==> src/rtl/counter_9999_ctrl_pkg.sv <==
`default_nettype none
// ============================================================================
// Module   : counter_9999_ctrl_pkg
// Purpose  : Shared command encodings, FSM state type and BCD helpers for the
//            4-digit BCD counter controller.
// Revision : 1.0 - initial release
// ============================================================================
package counter_9999_ctrl_pkg;

  // Command opcodes carried on cmd_op; all other codes are reserved (no-op)
  localparam logic [2:0] OP_NOP   = 3'b000;
  localparam logic [2:0] OP_LOAD  = 3'b001;
  localparam logic [2:0] OP_START = 3'b010;
  localparam logic [2:0] OP_STOP  = 3'b011;
  localparam logic [2:0] OP_CLEAR = 3'b100;

  typedef enum logic [2:0] {
    ST_IDLE   = 3'd0,
    ST_LOAD   = 3'd1,
    ST_SETTLE = 3'd2,
    ST_RUN    = 3'd3,
    ST_DONE   = 3'd4
  } state_t;

  // True when every nibble of a 4-digit BCD word is a decimal digit
  function automatic logic bcd_valid(input logic [15:0] v);
    return (v[3:0]   <= 4'd9) && (v[7:4]   <= 4'd9) &&
           (v[11:8]  <= 4'd9) && (v[15:12] <= 4'd9);
  endfunction

  // 4-digit BCD increment, 9999 wraps to 0000 like the external counter
  function automatic logic [15:0] bcd_inc(input logic [15:0] v);
    logic [15:0] r;
    logic        carry;
    r     = v;
    carry = 1'b1;
    for (int i = 0; i < 4; i++) begin
      if (carry) begin
        if (r[4*i +: 4] >= 4'd9) begin
          r[4*i +: 4] = 4'd0;
        end else begin
          r[4*i +: 4] = r[4*i +: 4] + 4'd1;
          carry       = 1'b0;
        end
      end
    end
    return r;
  endfunction

endpackage
`default_nettype wire

==> src/rtl/counter_9999_ctrl_prescaler.sv <==
`default_nettype none
// ============================================================================
// Module   : counter_9999_ctrl_prescaler
// Purpose  : Free-running 0..limit divider; tick is high in the cycle where
//            the count equals limit, after which the count wraps to zero.
// Revision : 1.0 - initial release
// ============================================================================
module counter_9999_ctrl_prescaler #(
  parameter int PRESCALE_W = 16
) (
  input  logic                  clk,
  input  logic                  reset_n,
  input  logic                  clear,
  input  logic                  enable,
  input  logic [PRESCALE_W-1:0] limit,
  output logic                  tick
);

  logic [PRESCALE_W-1:0] count;

  // >= guards against a count stranded above a limit that was lowered
  assign tick = enable && !clear && (count >= limit);

  // Count while enabled, wrap on tick, hold at zero while cleared
  always_ff @(posedge clk or negedge reset_n) begin
    if (!reset_n) begin
      count <= '0;
    end else if (clear) begin
      count <= '0;
    end else if (enable) begin
      count <= tick ? '0 : count + 1'b1;
    end
  end

endmodule
`default_nettype wire

==> src/rtl/counter_9999_ctrl.sv <==
`default_nettype none
// ============================================================================
// Module   : counter_9999_ctrl
// Purpose  : Command-driven controller for an external 4-digit BCD counter:
//            load, start/stop ticking at a prescaled rate, stop at a target
//            value with a done interrupt, sticky error on malformed BCD.
// Revision : 1.0 - initial release
// ============================================================================
module counter_9999_ctrl
  import counter_9999_ctrl_pkg::*;
#(
  parameter int PRESCALE_W = 16
) (
  input  logic                  clk,
  input  logic                  reset_n,
  input  logic                  cmd_valid,
  output logic                  cmd_ready,
  input  logic [2:0]            cmd_op,
  input  logic [15:0]           cmd_data,
  input  logic [15:0]           target,
  input  logic [PRESCALE_W-1:0] prescale,
  input  logic [15:0]           cnt_value,
  output logic                  cnt_reset,
  output logic                  cnt_load,
  output logic [15:0]           cnt_load_value,
  output logic                  cnt_enable,
  output logic                  busy,
  output logic                  done_irq,
  output logic                  err
);

  state_t                state;
  state_t                state_next;
  logic [PRESCALE_W-1:0] prescale_q;
  logic [15:0]           target_q;
  logic [15:0]           cnt_view;
  logic                  accept;
  logic                  do_load;
  logic                  do_start;
  logic                  do_clear;
  logic                  set_err;
  logic                  hit;
  logic                  enable_next;
  logic                  tick;
  logic                  pre_clear;
  logic                  pre_enable;

  assign accept     = cmd_valid && cmd_ready;
  assign pre_enable = (state == ST_RUN);
  assign pre_clear  = (state != ST_RUN);

  counter_9999_ctrl_prescaler #(
    .PRESCALE_W (PRESCALE_W)
  ) u_prescaler (
    .clk     (clk),
    .reset_n (reset_n),
    .clear   (pre_clear),
    .enable  (pre_enable),
    .limit   (prescale_q),
    .tick    (tick)
  );

  // Command decode, sequencing and the run-time match/tick decision
  always_comb begin
    state_next  = state;
    do_load     = 1'b0;
    do_start    = 1'b0;
    do_clear    = 1'b0;
    set_err     = 1'b0;
    hit         = 1'b0;
    enable_next = 1'b0;
    // cnt_enable is registered, so a tick issued last cycle lands at the end
    // of this one; compare against the value the counter is about to hold so
    // a back-to-back tick (prescale 0) never overshoots the target.
    cnt_view    = cnt_enable ? bcd_inc(cnt_value) : cnt_value;

    case (state)
      ST_LOAD:   state_next = ST_SETTLE;
      ST_SETTLE: state_next = ST_IDLE;
      default: begin
        if (accept) begin
          case (cmd_op)
            OP_LOAD: begin
              if (bcd_valid(cmd_data)) begin
                do_load    = 1'b1;
                state_next = ST_LOAD;
              end else begin
                set_err = 1'b1;
              end
            end
            OP_START: begin
              if (state != ST_RUN) begin
                if (bcd_valid(target)) begin
                  do_start   = 1'b1;
                  state_next = ST_RUN;
                end else begin
                  set_err = 1'b1;
                end
              end
            end
            OP_STOP: begin
              if (state == ST_RUN) begin
                state_next = ST_IDLE;
              end
            end
            OP_CLEAR: begin
              do_clear   = 1'b1;
              state_next = ST_IDLE;
            end
            default: ;
          endcase
        end
      end
    endcase

    // Only an undisturbed RUN cycle checks for match (before ticking)
    if (state == ST_RUN && state_next == ST_RUN) begin
      if (cnt_view == target_q) begin
        hit        = 1'b1;
        state_next = ST_DONE;
      end else begin
        enable_next = tick;
      end
    end
  end

  // FSM state and all registered outputs
  always_ff @(posedge clk or negedge reset_n) begin
    if (!reset_n) begin
      state          <= ST_IDLE;
      prescale_q     <= '0;
      target_q       <= '0;
      cmd_ready      <= 1'b0;
      cnt_reset      <= 1'b1;
      cnt_load       <= 1'b0;
      cnt_load_value <= '0;
      cnt_enable     <= 1'b0;
      busy           <= 1'b0;
      done_irq       <= 1'b0;
      err            <= 1'b0;
    end else begin
      state      <= state_next;
      cmd_ready  <= (state_next == ST_IDLE) || (state_next == ST_RUN) ||
                    (state_next == ST_DONE);
      busy       <= (state_next == ST_LOAD) || (state_next == ST_SETTLE) ||
                    (state_next == ST_RUN);
      cnt_reset  <= do_clear;
      cnt_load   <= do_load;
      cnt_enable <= enable_next;
      done_irq   <= hit;
      if (do_load) begin
        cnt_load_value <= cmd_data;
      end
      if (do_start) begin
        prescale_q <= prescale;
        target_q   <= target;
      end
      if (do_clear) begin
        err <= 1'b0;
      end else if (set_err) begin
        err <= 1'b1;
      end
    end
  end

endmodule
`default_nettype wire

==> config.mk <==
export PLATFORM = sky130hd
export DESIGN_NAME = counter_9999_ctrl
export DESIGN_NICKNAME = d
export VERILOG_FILES = /design/src/rtl/counter_9999_ctrl_pkg.sv /design/src/rtl/counter_9999_ctrl_prescaler.sv /design/src/rtl/counter_9999_ctrl.sv
export SDC_FILE = /design/constraint.sdc
export NUM_CORES = 1
export LEC_CHECK = 0
export ABC_CLOCK_PERIOD_IN_PS = 3050
export BUFFER_PORTS_ARGS = -buffer_cell sky130_fd_sc_hd__clkbuf_2
export CELL_PAD_IN_SITES_DETAIL_PLACEMENT = 0
export CELL_PAD_IN_SITES_GLOBAL_PLACEMENT = 2
export CORE_MARGIN = 2
export CORE_UTILIZATION = 34
export DETAILED_ROUTE_END_ITERATION = 8
export PLACE_DENSITY_LB_ADDON = 0.1
export SYNTH_ARGS = -nofsm -noshare
export SYNTH_HDL_FRONTEND = slang
export SYNTH_SLANG_ARGS = --single-unit
==> constraint.sdc <==
create_clock -name clk -period 3.05 [get_ports clk]
set_input_delay 0.4575 -clock clk [delete_from_list [all_inputs] [get_ports clk]]
set_output_delay 0.4575 -clock clk [all_outputs]
set_load 0.005 [all_outputs]
# Word level (Yosys, flattened, before mapping)
# Cells that the tools add are included.
# classes
add_sub_neg,5
mul,0
div_mod_pow,0
order_cmp,13
eq_ne,14
shift,0
mux,49
bitwise,0
n_reduce_logical,19
# op_table
cell,n
$mux 16,4
$le 4x4->1 const B,8
$mux 1,28
$mux 4,7
$eq 3x2->1 const B,7
$mux 3,7
$add 16x1->16 const B,1
$add 4x1->4 const B,4
$eq 16x16->1,1
$ge 16x16->1,1
$ge 4x4->1 const B,4
$pmux 3 s4,1
$logic_and 1x1->1,10
$eq 3x1->1 const B,3
$eq 3x3->1 const B,2
$pmux 3 s2,1
$logic_or 1x1->1,4
$reduce_bool 2->1,2
$logic_not 3->1,1
$ne 3x2->1 const B,1
$pmux 1 s2,1
$reduce_or 2->1,1
$logic_not 1->1,1
# word_totals
ff_bits,74
latchBits,0
mem_bits_rw,0
rom_bits,0
input_bits,70
out_inout_bits,23
wordCells,112
mem_count,0

# Logic depth before layout (Yosys ltp)
# logic_depth
depth_word,15
ltp_mapped,10
depth_no_buf,9

# Cells and area by module
# A second synthesis with hierarchy kept.
# hier_totals
hier_cells,461
area_unflattened_um2,4677.0
# modules_own_cells
mod,n_inst,cells_each,area_each_um2
counter_9999_ctrl,1,296,3291.9
counter_9999_ctrl_prescaler,1,165,1385.1

# Worst setup path after synthesis
# OpenSTA, ideal clock, no wires.
# synth_timing
path_kind,input-to-reg
from,input cnt_value[0]
to,register cnt_enable
arrival_time_ns,2.849
path_slack_ns,0.054
cell_stages,10
n_path_buf,1
cell_sequence,inv_1 -> ha_1 -> nor3b_2 -> or4b_4 -> buf_6 -> o311ai_4 -> o311ai_1 -> or4_4 -> nor4_4 -> a311oi_1
# synth_between
elab_chain_len,9
# synth_lines
item,line,text
start: declaration,counter_9999_ctrl.sv:22,"input logic [15:0] cnt_value,"
$ge 4x4->1,counter_9999_ctrl_pkg.sv:39,if (r[4*i +: 4] >= 4'd9) begin
$mux 1,counter_9999_ctrl_pkg.sv:39,
$mux 1 (2 in a row),counter_9999_ctrl_pkg.sv:38,if (carry) begin
$mux 4,counter_9999_ctrl_pkg.sv:38,
$mux 16 *,counter_9999_ctrl.sv:75,cnt_view = cnt_enable ? bcd_inc(cnt_value) : cnt_value;
$eq 16x16->1 *,counter_9999_ctrl.sv:118,if (cnt_view == target_q) begin
$mux 1 *,counter_9999_ctrl.sv:118,
$mux 1 *,counter_9999_ctrl.sv:117,if (state == ST_RUN && state_next == ST_RUN) begin
named net enable_next,counter_9999_ctrl.sv:43,logic enable_next;
end signal: assignment,counter_9999_ctrl.sv:149,cnt_enable <= enable_next;
end: declaration,counter_9999_ctrl.sv:26,"output logic cnt_enable,"
# Mark *: on every way through the listed nets, which the timed path passes. The rest lies on a longest branch.
# A chain may end at the register's enable or synchronous reset.

# Worst setup path in the final report
# layout_timing
from,input cnt_value[4]
to,register cnt_enable
# Same word-level chain as after synthesis.

==> flow_summary.yaml <==
global_route:
  globalRoute.totalOverflow: 0
  first_global_vias: 3555
  track_usage_pct: 16.21
  grt_max_degree: 75
  grt_pass1_wl_um: 18020
  antenna_found_initial: 0
clock_tree:
  cts_sinks: 74
  cts_tree: "yes"
  cts_hold_buf: 0
  h-tree-depth: 3
  cts_root_buffer: "clkbuf_16"
  ctsResizeCount: 0
  cts.clk_slew.worst_paths_ns: 0.06
  clock_path_buffers: 2
  cts_setup_buffers: 0
  numCtsBuffers: 9
  clkLatencyLatePin_ns: 0.34
setup_path:
  crit_fanout: 6
  cp.required_ns: 3.24
  start_kind: "input port"
  worstRegToRegCells: 8
  regToRegStartpoint: "cnt_enable"
  criticalPathCategory: "in -> reg"
  crit_start: "cnt_value[4]"
  end_kind: "flop"
  crit_arrival_ns: 3.01
synth:
  synth_edf_count: 0
  yosys.cell_types.count: 73
  synthMuxAreaShare_pct: 8.535
  synth_seq_cells: 74
  synthXorXnorAreaFrac_pct: 4.716
  synth-async-reset-ratio_pct: 100.0
  avgSynthCellArea_um2: 9.948
  syn_inst: 448
  yosys_warnings: 0
  synth-compound-area-share_pct: 16.37
  synth_area_leaders: "dfrtp_1 (41%), ha_1 (8.1%), mux2_2 (7.8%)"
  yosysTopAreaCellShare_pct: 40.99
  synthSimpleGateAreaFrac_pct: 16.37
  syn_area_um2: 4457
  synth_nets: 547
  ys_seq_area_share_pct: 41.58
  yosysTopAreaCell: "dfrtp_1"
  synth_fa_ha_area_share_pct: 8.141
  synth_top_family_by_area: "simple AND/OR/NAND/NOR gates"
  synthFlopType: "dfrtp_1"
sta:
  finalHoldViolations: 0
  rsz0062_at_grt: "no"
  tightest_slew_ns: 0.9998
  maxSlewViolCount: 0
  clock_skew_ns: 0.007037
  finalCriticalPeriod_ns: 2.821
  setup_slack_ns: 0.2286
  clock.fmax_mhz: 354.4
  setup-violations-final: 0
  relSlewSlack_pct: 33.34
  period_share_pct: 92.50
placed_design:
  place.gp.congestion: 0.8462
  post-place-ws_ns: -0.08686
  post_dp_cell_area_um2: 5293
  port-buffer-count: 92
  hpwl_um: 8250
route:
  dr_wl_met2_um: 4567
  met3WireLength_um: 660
  drt-met1-wl_um: 5478
  via_per_inst: 5.009
  drc_errors: 0
  drt.antenna.violating_nets: 0
  drt_iter0_markers: 163
  via_count: 3707
  drt-wirelength-per-cell_um: 14.66
  highest_layer: "met4"
  routed_wirelength_um: 10850
  first_pass_iters: 4
cells_and_area:
  insertedDiodeCount: 0
  syn2layout_area_growth_pct: 25.29
  drive_gt1_share_pct: 30.99
  fill_cells: 1307
  fin_area_um2: 5584
  finalNetCount: 662
pwr:
  power_density_nw_per_um2: 638.7
  p_leak_nw: 2.731
  worst_ir_drop_vdd_mv: 0.3308
outcome:
  outcome: "finished, final reports clean"
floorplan:
  rows: 41
  initial_core_util_pct: 35.03
  die_w_um: 118.5
  die_h_um: 118.5
  io_pins: 93
  core_area_um2: 12720
  die_area_um2: 14040
run:
  max_cap_violations: 0
worst_hold_path:
  hold_path.class: "in -> async"
-- power by group --
| part | internal [mW] | leakage (nW) | total, mW | switching (mW) |
|---|---|---|---|---|
| logic | 0.553 | 1.67 | 1.07 | 0.513 |
| registers | 1.29 | 0.917 | 1.47 | 0.175 |
| clock network | 0.619 | 0.142 | 1.04 | 0.416 |
-- through the flow --
stage,util (%),cells,power (mW),hold slack [ns],setup TNS (ns)
finish,43.89,740,3.567,0.1998,0
global route,43.89,740,3.828,0.3138,0
CTS,43.89,740,3.631,0.3046,0
detailed placement,41.60,724,2.563,0.4796,-0.2244
global placement,41.60,724,2.555,0.4779,-0.1138
floorplan,-,448,2.134,0.1619,0
-- cells in the final DEF (no fill, tap or decap), types with 3 or more instances in the layout --
cell	count
o21ai_0	36
nand4_1	3
nor2b_1	7
a21oi_1	14
a311oi_1	3
a21o_1	11
nand2_1	36
nand2b_1	10
xor2_1	16
nor2_1	27
mux2_2	31
nor3_1	6
dfrtp_1	73
xnor2_1	8
a31oi_1	7
nand3_1	11
and3_1	6
inv_1	34
a211oi_1	5
buf_4	24
ha_1	29
clkbuf_2	91
clkbuf_8	3
a2111o_1	3
clkbuf_16	9
-- routing by layer --
layer / up-vias / GRT usage (%)
met3: 8 / 5.212
met2: 92 / 24.10
met4: 0 / 4.911
met1: 1771 / 22.42
met5: - / 0
li1: 1836 / -
-- final cells by class --
class	count	area, um2	share of cell area, %
clock buffer	13	270.3	4.840
clock inverter	3	21.27	0.3809
inverter	35	131.4	2.353
multi-input combinational	326	2417	43.29
sequential	74	1853	33.18
tap	172	215.2	3.854
timing repair buffer	117	675.6	12.10
-- Yosys cell counts, types with 5 or more instances --
cell type,n
xnor2_1,8
ha_1,29
dfrtp_1,73
clkbuf_1,9
nand3_1,11
a21o_1,11
nand2_1,36
a211oi_1,5
nor3_1,7
and3_1,6
nor2b_1,7
xor2_1,16
inv_1,34
nor2_1,27
mux2_2,31
o21ai_0,36
nand2b_1,10
a31oi_1,7
a21oi_1,14
-- logic make-up after synthesis --
kind of cell | after synthesis
flip-flops | 74
AND/OR/NAND/NOR | 133
XOR/XNOR | 24
adder cells (fa/ha/maj) | 29
multiplexers | 34
buffers and inverters | 48
AO/OA/AOI/OAI | 106
-- registers in the layout, indices dropped and copies added (netlist names) --
register / flops
done_irq: 1
cnt_enable: 1
cmd_ready: 1
cnt_reset: 1
cnt_load: 1
err: 1
state: 3
cnt_load_value: 16
target_q: 16
u_prescaler.count: 16
busy: 1
prescale_q: 16
-- worst max-delay path, stage by stage --
cell	delay (ns)
clkbuf_2	0.12
inv_1	0.06
ha_1	0.20
or3b_1	0.19
or4b_4	0.50
o311ai_4	0.26
o311ai_1	0.14
or4_4	0.52
nor4_4	0.29
buf_4	0.19
a311oi_1	0.09
-- worst paths after layout --
path | to | slack (ns)
hold reg to reg | cnt_load_value[12] | 0.49
setup reg to reg | cnt_enable | 0.38
max in group asynchronous | cnt_enable | 2.12
hold / removal | target_q[5] | 0.20
min in group clk | prescale_q[1] | 0.32
setup / recovery | cnt_enable | 0.23
No activity file was read; power rests on OpenSTA's default activity.
